`config.mk`:
```
export PLATFORM = sky130hd
export DESIGN_NAME = fir_seq_ctrl
export DESIGN_NICKNAME = d
export VERILOG_FILES = /design/src/rtl/fir_seq_ctrl.sv
export SDC_FILE = /design/constraint.sdc
export NUM_CORES = 1
export LEC_CHECK = 0
export CAP_MARGIN = 0
export CORE_ASPECT_RATIO = 0.7
export CORE_UTILIZATION = 49
export DETAILED_ROUTE_END_ITERATION = 7
export PLACE_DENSITY = 0.82
export SLEW_MARGIN = 0
export SYNTH_ARGS = -nofsm -noshare
export SYNTH_HDL_FRONTEND = slang
export SYNTH_SLANG_ARGS = --single-unit
```
`constraint.sdc`:
```
create_clock -name wb_clk_i -period 4.8 [get_ports wb_clk_i]
set_input_delay 0.96 -clock wb_clk_i [delete_from_list [all_inputs] [get_ports wb_clk_i]]
set_output_delay 0.96 -clock wb_clk_i [all_outputs]
set_load 0.005 [all_outputs]
```
`src/rtl/fir_seq_ctrl.sv`:
```
// fir_seq_ctrl: programs the FIR core over AXI-Lite, streams samples through it, then polls ap_done.
// Define FIR_SEQ_VERIFY_EN to read back every programmed tap before ap_start.
module fir_seq_ctrl #(
  parameter int pADDR_WIDTH = 12,
  parameter int pDATA_WIDTH = 32,
  parameter int Tape_Num    = 11,
  parameter int pTIMEOUT    = 4096
) (
  input  logic                   wb_clk_i,
  input  logic                   wb_rst_i,
  input  logic                   cmd_start,
  input  logic [31:0]            cmd_len,
  output logic                   busy,
  output logic                   done,
  output logic                   err,
  output logic [3:0]             tap_idx,
  input  logic [pDATA_WIDTH-1:0] tap_data,
  output logic                   awvalid,
  input  logic                   awready,
  output logic [pADDR_WIDTH-1:0] awaddr,
  output logic                   wvalid,
  input  logic                   wready,
  output logic [pDATA_WIDTH-1:0] wdata,
  output logic                   arvalid,
  input  logic                   arready,
  output logic [pADDR_WIDTH-1:0] araddr,
  input  logic                   rvalid,
  output logic                   rready,
  input  logic [pDATA_WIDTH-1:0] rdata,
  input  logic                   src_valid,
  input  logic [pDATA_WIDTH-1:0] src_data,
  output logic                   src_ready,
  output logic                   ss_tvalid,
  output logic [pDATA_WIDTH-1:0] ss_tdata,
  output logic                   ss_tlast,
  input  logic                   ss_tready,
  input  logic                   sm_tvalid,
  input  logic [pDATA_WIDTH-1:0] sm_tdata,
  input  logic                   sm_tlast,
  output logic                   sm_tready,
  output logic                   dst_valid,
  output logic [pDATA_WIDTH-1:0] dst_data,
  input  logic                   dst_ready
);

  typedef enum logic [3:0] {
    S_IDLE, S_CFG_LEN, S_CFG_TAP,
`ifdef FIR_SEQ_VERIFY_EN
    S_VFY_AR, S_VFY_R,
`endif
    S_START, S_STREAM, S_POLL_AR, S_POLL_R, S_DONE
  } state_t;

  state_t state, state_nxt;
  logic [31:0] n_len, in_cnt, out_cnt, wd_cnt;
  logic [3:0]  tap_cnt;
  logic        wr_act, aw_seen, w_seen;
  logic        aw_hs, w_hs, ss_hs, sm_hs, ar_hs, r_hs, any_hs;
  logic        wr_state, wr_cmpl, stream, poll, in_full, timeout, last_tap;
  logic        vfy_ar, vfy_r;
  logic [pADDR_WIDTH-1:0] tap_addr;

  assign wr_state = (state == S_CFG_LEN) || (state == S_CFG_TAP) || (state == S_START);
  assign aw_hs    = awvalid & awready;
  assign w_hs     = wvalid & wready;
  // each channel may complete on its own cycle; the write is done when both have
  assign wr_cmpl  = wr_act & (aw_seen | aw_hs) & (w_seen | w_hs);
  assign stream   = (state == S_STREAM);
  assign poll     = (state == S_POLL_AR) || (state == S_POLL_R);
  assign in_full  = (in_cnt == n_len);
  assign last_tap = (tap_cnt == 4'(Tape_Num - 1));
  assign tap_addr = pADDR_WIDTH'(32'h20 + 32'(tap_cnt) * 32'd4);

`ifdef FIR_SEQ_VERIFY_EN
  assign vfy_ar = (state == S_VFY_AR);
  assign vfy_r  = (state == S_VFY_R);
`else
  logic unused_rdata;
  assign vfy_ar = 1'b0;
  assign vfy_r  = 1'b0;
  assign unused_rdata = &{1'b0, rdata};
`endif

  assign busy      = (state != S_IDLE);
  assign done      = (state == S_DONE);
  assign tap_idx   = tap_cnt;
  assign arvalid   = (state == S_POLL_AR) | vfy_ar;
  assign rready    = (state == S_POLL_R) | vfy_r;
  assign araddr    = vfy_ar ? tap_addr : '0;
  assign ss_tvalid = stream & ~in_full & src_valid;
  assign src_ready = stream & ~in_full & ss_tready;
  assign ss_tdata  = stream ? src_data : '0;
  assign ss_tlast  = stream & (in_cnt == n_len - 32'd1);
  assign dst_valid = stream & sm_tvalid;
  assign sm_tready = stream & dst_ready;
  assign dst_data  = stream ? sm_tdata : '0;

  assign ss_hs   = ss_tvalid & ss_tready;
  assign sm_hs   = sm_tvalid & sm_tready;
  assign ar_hs   = arvalid & arready;
  assign r_hs    = rready & rvalid;
  assign any_hs  = ss_hs | sm_hs | ar_hs | r_hs;
  assign timeout = (stream | poll) & ~any_hs & (wd_cnt >= 32'(pTIMEOUT - 1));

  always_comb begin
    state_nxt = state;
    case (state)
      S_IDLE:    if (cmd_start) state_nxt = S_CFG_LEN;
      S_CFG_LEN: if (wr_cmpl) state_nxt = S_CFG_TAP;
`ifdef FIR_SEQ_VERIFY_EN
      S_CFG_TAP: if (wr_cmpl && last_tap) state_nxt = S_VFY_AR;
      S_VFY_AR:  if (ar_hs) state_nxt = S_VFY_R;
      S_VFY_R:   if (r_hs) state_nxt = last_tap ? S_START : S_VFY_AR;
`else
      S_CFG_TAP: if (wr_cmpl && last_tap) state_nxt = S_START;
`endif
      S_START:   if (wr_cmpl) state_nxt = S_STREAM;
      S_STREAM:  if (timeout) state_nxt = S_DONE;
                 else if (in_full && out_cnt == n_len) state_nxt = S_POLL_AR;
      S_POLL_AR: if (timeout) state_nxt = S_DONE;
                 else if (ar_hs) state_nxt = S_POLL_R;
      S_POLL_R:  if (timeout) state_nxt = S_DONE;
                 else if (r_hs) state_nxt = rdata[1] ? S_DONE : S_POLL_AR;
      S_DONE:    state_nxt = S_IDLE;
      default:   state_nxt = S_IDLE;
    endcase
  end

  always_ff @(posedge wb_clk_i) begin
    if (wb_rst_i) begin
      state   <= S_IDLE;
      n_len   <= '0;
      in_cnt  <= '0;
      out_cnt <= '0;
      wd_cnt  <= '0;
      tap_cnt <= '0;
      wr_act  <= 1'b0;
      aw_seen <= 1'b0;
      w_seen  <= 1'b0;
      awvalid <= 1'b0;
      wvalid  <= 1'b0;
      awaddr  <= '0;
      wdata   <= '0;
      err     <= 1'b0;
    end else begin
      state <= state_nxt;
      if (state == S_IDLE && cmd_start) begin
        n_len   <= (cmd_len == 32'd0) ? 32'd1 : cmd_len;
        in_cnt  <= '0;
        out_cnt <= '0;
        err     <= 1'b0;
      end
      // launch a new write the cycle after the previous one retires
      if (wr_state && !wr_act) begin
        wr_act  <= 1'b1;
        awvalid <= 1'b1;
        wvalid  <= 1'b1;
        case (state)
          S_CFG_LEN: begin awaddr <= pADDR_WIDTH'(32'h10); wdata <= pDATA_WIDTH'(n_len); end
          S_CFG_TAP: begin awaddr <= tap_addr;             wdata <= tap_data;            end
          default:   begin awaddr <= '0;                   wdata <= pDATA_WIDTH'(1);     end
        endcase
      end else if (wr_act) begin
        if (aw_hs) begin awvalid <= 1'b0; aw_seen <= 1'b1; end
        if (w_hs)  begin wvalid  <= 1'b0; w_seen  <= 1'b1; end
        if (wr_cmpl) begin wr_act <= 1'b0; aw_seen <= 1'b0; w_seen <= 1'b0; end
      end
      if (state == S_CFG_TAP && wr_cmpl) tap_cnt <= last_tap ? 4'd0 : tap_cnt + 4'd1;
`ifdef FIR_SEQ_VERIFY_EN
      if (vfy_r && r_hs) begin
        tap_cnt <= last_tap ? 4'd0 : tap_cnt + 4'd1;
        if (rdata != tap_data) err <= 1'b1;
      end
`endif
      if (ss_hs) in_cnt  <= in_cnt + 32'd1;
      if (sm_hs) out_cnt <= out_cnt + 32'd1;
      if (sm_hs && sm_tlast && out_cnt != n_len - 32'd1) err <= 1'b1;
      if (timeout) err <= 1'b1;
      wd_cnt <= (!(stream || poll) || any_hs) ? 32'd0 : wd_cnt + 32'd1;
    end
  end

endmodule

```
## Word-level counts from Yosys, hierarchy flattened

Cells that the tools add are included.
W data, S select, Z words.

- Flip-flop bits (word level): 186
- Input port bits: 172
- Output and inout bits: 136
- Word-level logic and storage cells: 133

- $add $sub $neg: 6
- Order comparisons: 1
- Equal/unequal tests: 19
- Muxes and demuxes: 37
- Bitwise logic cells: 25
- Reduce and logical (&&, ||, !) cells: 31

Operators with widths:

| kind | number |
|---|---|
| $mux W32 | 6 |
| $add A32 B1 Y32 const B | 3 |
| $eq A32 B32 Y1 | 3 |
| $pmux W32 S2 | 1 |
| $mux W4 | 11 |
| $ge A32 B12 Y1 const B | 1 |
| $logic_not A32 Y1 | 1 |
| $ne A32 B32 Y1 | 1 |
| $sub A32 B1 Y32 const B | 1 |
| $pmux W4 S7 | 1 |
| $and A1 B1 Y1 | 16 |
| $eq A4 B3 Y1 const B | 4 |
| $mux W1 | 16 |
| $pmux W7 S2 | 1 |
| $reduce_bool A2 Y1 | 7 |
| $ne A3 B1 Y1 const B | 3 |
| $eq A4 B2 Y1 const B | 2 |
| $ne A2 B2 Y1 const B | 4 |
| $add A6 B6 Y7 const A | 1 |
| $logic_and A1 B1 Y1 | 7 |
| $reduce_and A7 Y1 | 1 |
| $or A1 B1 Y1 | 6 |
| $reduce_and A3 Y1 | 2 |
| $logic_or A1 B1 Y1 | 5 |
| other kinds (11) | 15 |

## Logic depth before layout (Yosys ltp)

Gate-level depths: netlist of the first run.

- Depth after elaboration: 13
- Gate-level depth with buffers: 10
- Depth with buffers taken out: 9

## Worst setup path after synthesis of the first run

Ideal clock, no wire load.

- Kind: flip-flop to output port
- From: reg n_len[6]
- To: out ss_tlast
- Arrival: 3.116 ns
- Required time: 3.840 ns
- Setup slack: 0.724 ns
- Cell stages (with the launch flop): 10
- Buffers on the path: 2
- Cell sequence: dfxtp_1 -> buf_4 -> or4_1 -> buf_2 -> nor4_2 -> xnor2_1 -> xnor2_1 -> or4_1 -> or4_1 -> nor4b_2

- Longest elaborated chain between the ends: 3

Ends and longest elaborated chain:

| what | RTL line | RTL |
|---|---|---|
| start, declared | 55 | `logic [31:0] n_len, in_cnt, out_cnt, wd_cnt;` |
| start signal, assigned | 148 | `n_len <= (cmd_len == 32'd0) ? 32'd1 : cmd_len;` |
| $sub A32 B1 Y32 | 93 | `assign ss_tlast = stream & (in_cnt == n_len - 32'd1);` |
| $eq A32 B32 Y1 | 93 |  |
| $and A1 B1 Y1 | 93 |  |
| end, declared | 35 | `output logic ss_tlast,` |

Every way passes these cells.

## Worst setup path in the final report of the first run

- From: reg n_len[1]
- To: out ss_tlast

Same word-level chain as after synthesis.

==> metrics.cfg, run 1 <==
[setup_path]
critPathBufInv=2
crit_type=register to output pin
cp_cell_sequence=inv_1 -> ha_1 -> xor2_1 -> nand3b_1 -> a2111oi_4 -> o221ai_2 -> or4_1 -> or4_4 -> nor4b_4 -> dlygate4sd2_1
crit_fanout=3
cp_slowest_cell=or4_4
cp-end-kind=output pin
critPathLaunchType=register
cp.required_ns=3.84
cpLargestDelayFamily=simple AND/OR/NAND/NOR gates
max_stage_delay_ns=0.60
arrival_ns=3.64

[detailed_routing]
dr_wl_met3_mm=3.78
wl_met1_mm=18.6
drt_iter0_drc=1375
vias=11646
route.detailed.drc=0
drt-total-wl_mm=39.6
viasPerCell=6.00
routedWlPerCell_um=20.4
top_layer_used=met4
antenna_left=0
first_pass_iters=6
dr_wl_met2_mm=16.7

[sta]
grt_setup_unrepaired=no
final.min_clock_period_ns=4.60
worstMarginPinSlew_ns=1.27
fin_ws_ns=0.196
whs_ns=0.454
fmax_mhz=217
final_hold_viol_count=0
fin_skew_ns=0.00904
fin_crit_sh=0.959
drv_slew=0
max_slew_margin=0.154
setup_tns_ns=0
setup_viol=0

[die]
die_x_um=181
initial_core_util=0.503
rows=45
die_area_um2=23100
coreArea_um2=21800
die_h_um=127
io_pins=308

[finish]
fin_cells=1940
utilization=0.662
regArea_um2=3560
area_delta_synth_final_pct=31.5
nets=1820
multi_input_comb_area_um2=6870
drive_above_1_share=0.0893
fillers=1845
postLayoutCellArea_um2=14500

[clock_network]
clock-sinks=178
cts_tree=built
root_buffer=clkbuf_16
path_clk_slew_ns=0.07
postCtsHoldBufs=0
htree_levels=4
cts_buffers=17
clock_latency_ns=0.45
cts_buffer_depth=2

[placement]
place_inst=1906
placed_area_um2=13800
portBuffers=257
place.gp.congestion=0.987
dp_hpwl_mm=30.3
dp_slack_ns=0.208

[grt]
grt_pass1_vias=10254
grt_max_degree=75
grt_pass1_wl_mm=59.8
grtUsageTotal=0.335
grt-ovfl-total=0
antenna_found_initial=1

[yosys]
synthCells=1425
synth-seq-cells=178
syn_area_um2=11000
ys_warn_count=0
avgSynthCellArea_um2=7.72
postSynth.asyncResetShare=0
synth.distinct_cells=77
ys.flop_type=dfxtp_1
synth_edf_count=0
seq_area_frac_synth=0.324

[pwr]
power_density_nw_per_um2=310
vdd_drop_max_v=0.000251
p_leak_nw=5.45
fin_total_pwr_mw=4.48

[min_path]
worst_hold_path_type=register to register

[status]
outcome=finished, final reports clean

[job]
maxCapViolCount=0

-- routing by layer --
layer / vias to the layer above / track usage
li1: 5444 / -
met1: 5613 / 0.507
met2: 551 / 0.481
met3: 38 / 0.0738
met4: 0 / 0.0728
met5: - / 0
-- sequential cells by signal, summed over array words and instances, names as in the netlist --
name	cells
in_cnt	32
n_len	32
out_cnt	32
wd_cnt	32
wdata	32
awaddr	5
tap_idx	4
state	3
aw_seen	1
awvalid	1
err	1
w_seen	1
wr_act	1
wvalid	1
-- area by class of cell --
type / count / share of cell area
inverter: 21 / 0.00545
sequential: 178 / 0.247
multi-input combinational: 1111 / 0.475
timing repair buffer: 315 / 0.208
antenna: 1 / 0.000173
clock inverter: 13 / 0.0106
clock buffer: 19 / 0.0299
tap: 282 / 0.0244
-- final timing paths --
kind / start / end / slack (ns) / cells after the start
worst max-delay path: n_len[1]$_SDFFE_PP0P_ / ss_tlast / 0.20 / 10
worst min-delay path: wd_cnt[0]$_SDFF_PP0_ / wd_cnt[0]$_SDFF_PP0_ / 0.45 / 1
worst max register to register: n_len[5]$_SDFFE_PP0P_ / err$_SDFFE_PP0P_ / 1.44 / 9
worst min register to register: wd_cnt[0]$_SDFF_PP0_ / wd_cnt[0]$_SDFF_PP0_ / 0.45 / 1
-- Yosys cell counts (34+ instances only) --
master,number,area (µm²)
nand2_1,138,518
xor2_1,95,832
a221oi_1,34,298
nor3_1,61,305
nor2_1,155,582
nor4_1,38,238
dfxtp_1,178,3560
clkbuf_1,83,312
nand3_1,63,315
xnor2_1,52,455
a21oi_1,77,385
and2_1,78,488
nand4_1,45,282
-- timing repair --
| action | in CTS | in global routing |
|---|---|---|
| gates cloned | 0 | 0 |
| gates resized for setup | 9 | 1 |
| pin swaps | 2 | 0 |
| endpoints found under the setup margin | 1 | 1 |
| setup buffers | 1 | 0 |
-- cell usage in the layout, fill, tap and decap left out, drive strengths merged, types with 46 or more instances in the layout --
cell type	instances
clkdlybuf4s50	255
dfxtp	178
nor2	157
nand2	138
xor2	95
and2	78
a21oi	77
nand3	63
nor3	63
buf	59
xnor2	53
nand4	46
-- where the power goes --
| part | total [mW] | internal [mW] | switching [mW] |
|---|---|---|---|
| sequential | 1.66 | 1.57 | 0.0915 |
| clock | 1.43 | 0.778 | 0.651 |
| combinational | 1.39 | 0.614 | 0.775 |
| total | 4.48 | 2.96 | 1.52 |
-- worst register-to-register path, delay by kind of cell (launching register included) --
family | cells | cell delay (ns)
AOI/OAI and AO/OA | 4 | 1.46
buffers and inverters | 2 | 0.49
DFF | 1 | 0.31
muxes | 1 | 0.27
and+or+nand+nor | 2 | 0.71
-- kinds of logic after synthesis --
kind of cell               Yosys count  synth area share
and+or+nand+nor                    691             0.325
adders and majority gates            4           0.00455
AOI/OAI and AO/OA                  230             0.144
muxes                               19            0.0188
other                                1          0.000341
buffers and inverters              154            0.0641
DFF                                178             0.324
xor gates and xnor gates           148             0.120
Note: power is estimated with default switching activity, not from simulation.
==> inputs of run 2 (changes only) <==
Settings changed: ABC_AREA set to 0.
==> results of run 2 <==
The final DEF is identical to that of run 1; final timing and power are the same.
==> inputs of run 3 (changes only) <==
Settings changed: CAP_MARGIN 0 to 20, CTS_CLUSTER_DIAMETER set to 40.
==> metrics.cfg, run 3 (synthesis gave the netlist of run 1 again) <==
[finish]
drive_above_1_share=0.0915
final_cell_mix=255 x clkdlybuf4s50_1, 177 x dfxtp_1, 155 x nor2_1, 138 x nand2_1, 95 x xor2_1
fillers=1839
area_delta_synth_final_pct=32.0
nets=1824
layout_commonest_cell=clkdlybuf4s50_1

[placement]
dp_hpwl_mm=30.3
portBuffers=257
place.gp.congestion=0.987

[min_path]
worst_hold_path_type=register to register
whs_path_depth=1
worstHoldStart=wd_cnt[0]$_SDFF_PP0_
hold_end=wd_cnt[0]$_SDFF_PP0_

[setup_path]
cp_cell_sequence=inv_1 -> ha_1 -> nor4b_2 -> buf_4 -> nand4_1 -> buf_4 -> nor2_2 -> xor2_1 -> nand4_1 -> or4_4 -> nor4b_4 -> dlygate4sd2_1
path_depth=12
cp_slowest_cell=or4_4
reg2reg_depth=9
worst-r2r-setup-slack_ns=1.43
arrival_ns=3.67
max_stage_delay_ns=0.57
crit_fanout=7
cp-end-kind=output pin
cpLargestDelayFamily=simple AND/OR/NAND/NOR gates
crit_type=register to output pin
r2r-end=err$_SDFFE_PP0P_
cp.required_ns=3.84
critPathBufInv=4
reg2reg_from=n_len[5]$_SDFFE_PP0P_
critPathLaunchType=register

[die]
die_x_um=181
coreArea_um2=21800
die_area_um2=23100
io_pins=308
rows=45
initial_core_util=0.503
die_h_um=127

[detailed_routing]
routedWlPerCell_um=20.4
viasPerCell=5.99
antenna_left=0
route.detailed.drc=0
vias=11653
drt-total-wl_mm=39.6
drt_iter0_drc=1348
first_pass_iters=5

[sta]
grt_setup_unrepaired=no
fmax_mhz=216
setup_viol=0
drv_slew=0
final.min_clock_period_ns=4.63
fin_skew_ns=0.00873
worstMarginPinSlew_ns=0.967
whs_ns=0.455
final_hold_viol_count=0
max_slew_margin=0.350
fin_crit_sh=0.966
setup_tns_ns=0

[grt]
grt_pass1_vias=10254
grt_pass1_wl_mm=59.8
grtUsageTotal=0.335
grt_max_degree=75
grt-ovfl-total=0
antenna_found_initial=1

[pwr]
power_density_nw_per_um2=309
fin_total_pwr_mw=4.49
p_leak_nw=5.48
cell_internal_pwr_mw=2.97
p_sw_mw=1.52
combinationalPowerShare=0.311
seqPwrFrac=0.371
netSwitchingFraction=0.338
vdd_drop_max_v=0.000250
power.share.clock=0.318

[clock_network]
path_clk_slew_ns=0.07
cts_tree=built
htree_levels=4
cts_buffers=17
clock-sinks=178
cts_buffer_depth=2
postCtsHoldBufs=0
clock_latency_ns=0.45
root_buffer=clkbuf_16

[status]
outcome=finished, final reports clean

[job]
maxCapViolCount=0

==> run 3: changes by cell type in the layout (fill, tap and decap cells not counted) <==
| cell | previous run | this run |
|---|---|---|
| buf_16 | 0 | 1 |
| buf_8 | 0 | 1 |
| buf_6 | 0 | 1 |
| buf_2 | 0 | 1 |
==> run 3: routing by layer <==
layer | share of wire | track usage | vias up
li1 | - | - | 5446
met1 | 0.46 | 0.507 | 5584
met2 | 0.42 | 0.481 | 577
met3 | 0.10 | 0.0738 | 46
met4 | 0.016 | 0.0728 | 0
met5 | 0 | 0 | -
==> run 3: what timing repair did <==
item                                    CTS  global route
setup buffers                             1             0
endpoints found under the setup margin    1             1
resized for setup                         9             1
pin swaps                                 2             0
==> run 3: power by group through the flow <==
stage          clock network (mW)  registers, mW  logic [mW]
3_3_place_gp                    0           1.69        1.30
3_5_place_dp                    0           1.69        1.32
2_1_floorplan                   0           1.66       0.785
5_1_grt                      1.50           1.67        1.49
4_1_cts                      1.43           1.66        1.35
6_report                     1.43           1.66        1.39
==> run 3: area by class of cell <==
class	instances	area, µm²	area share
Multi-Input combinational cell	1111	6870	0.473
Sequential cell	178	3560	0.246
Timing Repair Buffer	319	3060	0.211
Clock buffer	19	433	0.0298
Tap cell	282	353	0.0243
Clock inverter	13	154	0.0106
Inverter	21	78.8	0.00543
Antenna cell	1	2.50	0.000172
==> run 3: per-stage QoR <==
step	setup WS (ns)	utilization	area, µm²	instances
2_1_floorplan	0.724	-	11100	1443
5_1_grt	0.0796	0.664	14500	1943
3_5_place_dp	0.208	0.632	13800	1906
4_1_cts	0.216	0.661	14400	1939
3_3_place_gp	0.170	0.632	13800	1906
6_report	0.165	0.664	14500	1944
==> run 3: how the worst max path moves through the flow <==
stage                     slack (ns)  endpoint                  start
after global routing            0.08  ss_tlast  n_len[1]$_SDFFE_PP0P_
after global placement          0.17  ss_tlast  n_len[5]$_SDFFE_PP0P_
after CTS                       0.22  ss_tlast  n_len[1]$_SDFFE_PP0P_
after detailed placement        0.21  ss_tlast  n_len[3]$_SDFFE_PP0P_
after floorplan                 0.72  ss_tlast  n_len[6]$_SDFFE_PP0P_
final                           0.17  ss_tlast  n_len[0]$_SDFFE_PP0P_
